**src/rtl/cacheline_mem_arbiter_pkg.sv**
```systemverilog
// Shared types for the cacheline memory arbiter: FSM state encoding,
// the cacheline type and the byte-offset width of one 32-byte line.
package mp3_arb_pkg;

    typedef enum logic [1:0] {
        IDLE,
        SERVE_I,
        SERVE_D
    } arb_state_t;

    typedef logic [255:0] cacheline_t;

    localparam int LINE_OFFSET_W = 5;

endpackage

```
**src/rtl/cacheline_mem_arbiter.sv**
```systemverilog
// Shares the single physical-memory line port between the I-cache fill path
// and the D-cache fill/writeback path, one whole line transaction at a time.
// The data side has priority. Defining ARB_ANTI_STARVE_EN adds a streak
// counter that hands the port to the I-cache after MAX_D_STREAK consecutive
// D grants made while the I-cache was waiting.
module cacheline_mem_arbiter
    import mp3_arb_pkg::*;
#(
    parameter int ADDR_W       = 32,
    parameter int LINE_W       = 256,
    parameter int MAX_D_STREAK = 4
) (
    input  logic              clk_i,
    input  logic              rst_i,
    input  logic              i_read_i,
    input  logic [ADDR_W-1:0] i_addr_i,
    output logic              i_resp_o,
    output logic [LINE_W-1:0] i_rdata_o,
    input  logic              d_read_i,
    input  logic              d_write_i,
    input  logic [ADDR_W-1:0] d_addr_i,
    input  logic [LINE_W-1:0] d_wdata_i,
    output logic              d_resp_o,
    output logic [LINE_W-1:0] d_rdata_o,
    output logic              pmem_read_o,
    output logic              pmem_write_o,
    output logic [ADDR_W-1:0] pmem_addr_o,
    output logic [LINE_W-1:0] pmem_wdata_o,
    input  logic              pmem_resp_i,
    input  logic [LINE_W-1:0] pmem_rdata_i
);

    if (MAX_D_STREAK < 1) begin : g_bad_streak
        $error("MAX_D_STREAK must be at least 1");
    end

    arb_state_t        state_q, state_d;
    logic [ADDR_W-1:0] addr_q, addr_d;
    logic [LINE_W-1:0] wdata_q, wdata_d;
    logic              write_q, write_d;
    logic              dReq;
    logic              grantI;
    logic              grantD;
    logic              unusedAddrLsb;

`ifdef ARB_ANTI_STARVE_EN
    localparam int STREAK_W = $clog2(MAX_D_STREAK + 1);
    logic [STREAK_W-1:0] streak_q, streak_d;
    logic                starve;

    assign starve = (streak_q == STREAK_W'(MAX_D_STREAK)) && i_read_i;
`endif

    assign dReq = d_read_i | d_write_i;

    // Grant decision in IDLE and capture of the winner's address, data and op.
    always_comb begin
        state_d = state_q;
        addr_d  = addr_q;
        wdata_d = wdata_q;
        write_d = write_q;
        grantI  = 1'b0;
        grantD  = 1'b0;
`ifdef ARB_ANTI_STARVE_EN
        streak_d = streak_q;
`endif
        case (state_q)
            IDLE: begin
`ifdef ARB_ANTI_STARVE_EN
                if (i_read_i && (starve || !dReq)) begin
`else
                if (i_read_i && !dReq) begin
`endif
                    grantI = 1'b1;
                end else if (dReq) begin
                    grantD = 1'b1;
                end
            end
            SERVE_I, SERVE_D: begin
                if (pmem_resp_i) begin
                    state_d = IDLE;
                end
            end
            default: state_d = IDLE;
        endcase

        if (grantD) begin
            state_d = SERVE_D;
            addr_d  = d_addr_i;
            wdata_d = d_wdata_i;
            write_d = d_write_i;
        end
        if (grantI) begin
            state_d = SERVE_I;
            addr_d  = i_addr_i;
            wdata_d = '0;
            write_d = 1'b0;
        end

`ifdef ARB_ANTI_STARVE_EN
        if (grantI) begin
            streak_d = '0;
        end else if (grantD) begin
            if (!i_read_i) begin
                streak_d = '0;
            end else if (streak_q != STREAK_W'(MAX_D_STREAK)) begin
                streak_d = streak_q + STREAK_W'(1);
            end
        end
`endif
    end

    // State register plus the transaction registers that drive pmem.
    always_ff @(posedge clk_i) begin
        if (rst_i) begin
            state_q  <= IDLE;
            addr_q   <= '0;
            wdata_q  <= '0;
            write_q  <= 1'b0;
`ifdef ARB_ANTI_STARVE_EN
            streak_q <= '0;
`endif
        end else begin
            state_q  <= state_d;
            addr_q   <= addr_d;
            wdata_q  <= wdata_d;
            write_q  <= write_d;
`ifdef ARB_ANTI_STARVE_EN
            streak_q <= streak_d;
`endif
        end
    end

    // Flags a D request asking for both read and write; the write is served.
    always_ff @(posedge clk_i) begin
        if (!rst_i && grantD) begin
            assert (!(d_read_i && d_write_i))
                else $warning("d_read and d_write both high, serving as write");
        end
    end

    assign unusedAddrLsb = ^addr_q[LINE_OFFSET_W-1:0];

    assign pmem_addr_o  = {addr_q[ADDR_W-1:LINE_OFFSET_W], {LINE_OFFSET_W{1'b0}}};
    assign pmem_wdata_o = wdata_q;
    assign pmem_read_o  = (state_q != IDLE) && !write_q;
    assign pmem_write_o = (state_q != IDLE) && write_q;

    assign i_resp_o  = pmem_resp_i && (state_q == SERVE_I);
    assign d_resp_o  = pmem_resp_i && (state_q == SERVE_D);
    assign i_rdata_o = (state_q == SERVE_I) ? pmem_rdata_i : '0;
    assign d_rdata_o = (state_q == SERVE_D) ? pmem_rdata_i : '0;

endmodule
```
**config.mk**
```make
export PLATFORM = sky130hd
export DESIGN_NAME = cacheline_mem_arbiter
export DESIGN_NICKNAME = d
export VERILOG_FILES = /design/src/rtl/cacheline_mem_arbiter_pkg.sv /design/src/rtl/cacheline_mem_arbiter.sv
export SDC_FILE = /design/constraint.sdc
export NUM_CORES = 1
export LEC_CHECK = 0
export ABC_CLOCK_PERIOD_IN_PS = 4200
export BUFFER_PORTS_ARGS = -buffer_cell sky130_fd_sc_hd__buf_2
export CAP_MARGIN = 10
export CORE_AREA = 2 2 545 547
export CTS_CLUSTER_SIZE = 8
export DETAILED_ROUTE_END_ITERATION = 8
export DIE_AREA = 0 0 547 549
export GPL_TIMING_DRIVEN = 0
export PLACE_DENSITY = 0.3
export SLEW_MARGIN = 30
export SYNTH_ARGS = -nofsm -noshare
export SYNTH_HDL_FRONTEND = slang
export SYNTH_SLANG_ARGS = --single-unit
```
**constraint.sdc**
```tcl
create_clock -name clk_i -period 4.2 [get_ports clk_i]
set_clock_uncertainty 0.1 [all_clocks]
set_input_delay 0.84 -clock clk_i [delete_from_list [all_inputs] [get_ports clk_i]]
set_output_delay 0.84 -clock clk_i [all_outputs]
set_load 0.005 [all_outputs]
```
==> metrics.txt <==
Die H=549 µm; syn avg cell area=about 7.5 µm²; routed length per placed instance=34.6 µm; Cell Chain, Critical Path=inv_1 > ha_1 > clkbuf_2 > clkbuf_1 > and2_1 > buf_2; Synth area leaders=dfxtp_1 (42%), and2_1 (24%), nand2_1 (14%), a21oi_1 (9.5%), buf_2 (2.1%); power density over cell area=about 380 mW/mm²; # rows=200; antenna violations before repair=~290; critical path capture point type=primary output; GRT Util Overall=0.163; critical path launch point=state_q[0]$_SDFFE_PP0P_; clock root cell=clkbuf_16; CP top delay family=buffers and inverters; drt first pass iters=5; largest area contributor in the netlist=dfxtp_1; Top FF cell, synth=dfxtp_1; area grow syn2layout=101%; fraction of layout cells with a size suffix above 1=0.481; RSZ-0062 raised after global routing=false; R2R setup slack=1600 ps; Worst Tran Pin Value=slightly below 800 ps; Layout Nets=3811; PortBufs=1369; Final min period=~4000 ps; Max Freq=252 MHz; cells on worst reg2reg path=8; TritonCTS clock tree=yes; first-pass GRT wire length=approximately 300000 µm; Cells after Synth=about 1.8k; DR vias=between 20k and 25k; status=completed; DR DRC count=0; Die ar.=0.300 mm²; DRT iter0 DRCs=1264; final setup TNS=0 ps; asr flop ratio synth=0; Worst EP required=between 3000 and 4000 ps; pin count of the biggest net entering global routing=14; Congestion Overflow GR=0; hold_buf cts=0; Initial Util=0.0461; Rel. slew slack=0.480; Yosys warning count=0; Max Cap Viol=0; CP endpoint=d_rdata_o[37]; worst ir drop on vdd=0.000277 V; CP Max Fanout=10; worst endpoint data arrival time=3030 ps; final setup vio count=0; Seq/Total Area, Yosys=0.421; Critical R2R Launch=state_q[0]$_SDFFE_PP0P_; Cell Area, Synth=approximately 0.014 mm²; Post-synth top cells=and2_1 (514), nand2_1 (514), dfxtp_1 (286), a21oi_1 (258), clkbuf_1 (66); Buf/Inv on CP=4; CP Class=reg -> out; CTS Buffer Depth=3; fin. max-slew vios=0; final wirelength=255000 µm; Clock Latency Late Sink=710 ps; Core Box Area=0.295 mm²; gpl congestion=0.981; final-report hold violation count=0; worst min path class=in -> reg; Critical R2R Capture=pmem_wdata_o[194]$_SDFFE_PP0P_; Post-synth EDFFs=0; number of synthesized register bits=286; vias in the first global route=19.3k; post-DR vias/cell=between 2 and 3; cell depth of the worst setup path=6; DPL Wire Length=237000 µm; CP Launch Type=flip-flop; Static Leak=13.0 nW; die width=547 µm; Synth top area share=0.421; clock slew at reported path FFs=60 ps; clock sinks=286; Final ANT Viol Nets=0; cts bufs inserted=46; Critical-path top delay cell=clkbuf_1; count of cell types in the netlist=26; critical path's largest stage delay=about 650 ps; H-tree depth=2; I/O pins=1386; period utilisation layout=0.946; Tot Pwr=a little over 10 mW
==> kinds of logic after synthesis <==
kind of cell / after synthesis / share of synthesized area
AO/OA/AOI/OAI: 292 / 0.122
adder cells (fa/ha/maj): 3 / 0.00276
buffers and inverters: 159 / 0.0594
flip-flops: 286 / 0.421
other: 1 / 0.000276
AND/OR/NAND/NOR: 1061 / 0.395
==> layout make-up <==
type / instances / area, µm²
Clock buffer: 56 / 1250
Sequential cell: 286 / 5730
Tap cell: 3939 / 4930
Timing Repair Buffer: 1372 / 6910
Inverter: 3 / 11.3
Buffer: 156 / 815
Antenna cell: 176 / 440
Clock inverter: 9 / 143
Fill cell: 35000 / 268000
Multi-Input combinational cell: 1361 / 7090
==> placed cells by master (no fill, tap or decap), types with 2 or more instances in the layout <==
cell type,instances
o21ai_0,2
buf_6,6
a21oi_1,258
bufinv_16,2
clkinv_2,3
ha_1,3
nand2_1,514
clkinv_4,2
and2_1,514
and3_1,27
clkbuf_2,15
clkbuf_8,4
clkbuf_1,57
conb_1,5
buf_2,1426
a221o_1,8
clkbuf_16,47
dfxtp_1,286
buf_4,27
nor2b_1,2
inv_1,3
a221o_2,19
diode_2,176
==> power breakdown <==
part	internal (mW)	switching, mW	leakage, nW	total, mW
combinational	1.08	2.32	9.94	3.41
clock	2.20	1.61	0.684	3.81
sequential	3.00	0.161	2.36	3.16
==> metal layers <==
metal	share of wire	wire, µm	vias up	track usage
met5	0.0029	747	-	0
met3	0.17	42400	530	0.122
li1	-	-	8773	-
met1	0.34	86600	9345	0.160
met2	0.45	115000	1557	0.265
met4	0.041	10500	116	0.0539
==> sequential cells by signal, summed over array words and instances, names as in the netlist <==
signal,cells
state_q,2
addr_q,27
write_q,1
pmem_wdata_o,256
==> how the worst min path moves through the flow <==
stage	end	cells past startpoint	startpoint	slack [ps]
floorplan	write_q$_SDFFE_PP0P_	2	write_q$_SDFFE_PP0P_	350
global placement	pmem_wdata_o[60]$_SDFFE_PP0P_	2	pmem_wdata_o[60]$_SDFFE_PP0P_	340
detailed placement	pmem_wdata_o[86]$_SDFFE_PP0P_	2	pmem_wdata_o[86]$_SDFFE_PP0P_	350
CTS	addr_q[29]$_SDFFE_PP0P_	2	i_addr_i[29]	160
global route	addr_q[19]$_SDFFE_PP0P_	2	i_addr_i[19]	210
finish	addr_q[19]$_SDFFE_PP0P_	2	i_addr_i[19]	260
==> worst reg2reg max path, delay by kind of cell (launching register included) <==
family	cells	cell delay, ps
adder cells (fa/ha/maj)	1	200
AO/OA/AOI/OAI	2	530
AND/OR/NAND/NOR	1	150
buffers and inverters	4	1100
flip-flops	1	340
==> through the flow <==
step	worst slack [ps]	instance area [µm²]	utilization	hold WS, ps	instances
3_5_place_dp	661	25500	0.0863	346	7117
6_report	227	27300	0.0926	262	7358
5_1_grt	130	27000	0.0916	205	7246
4_1_cts	21.0	26900	0.0911	158	7182
2_1_floorplan	2050	13600	-	345	1806
3_3_place_gp	6.42	25400	0.0861	342	7114
==> timing repair <==
action,in CTS,in global routing
endpoints found under the setup margin,24,1
gates cloned,0,0
pin swaps,0,0
buffers inserted,0,0
resized for setup,5,2
(Power assumes the default switching activity.)
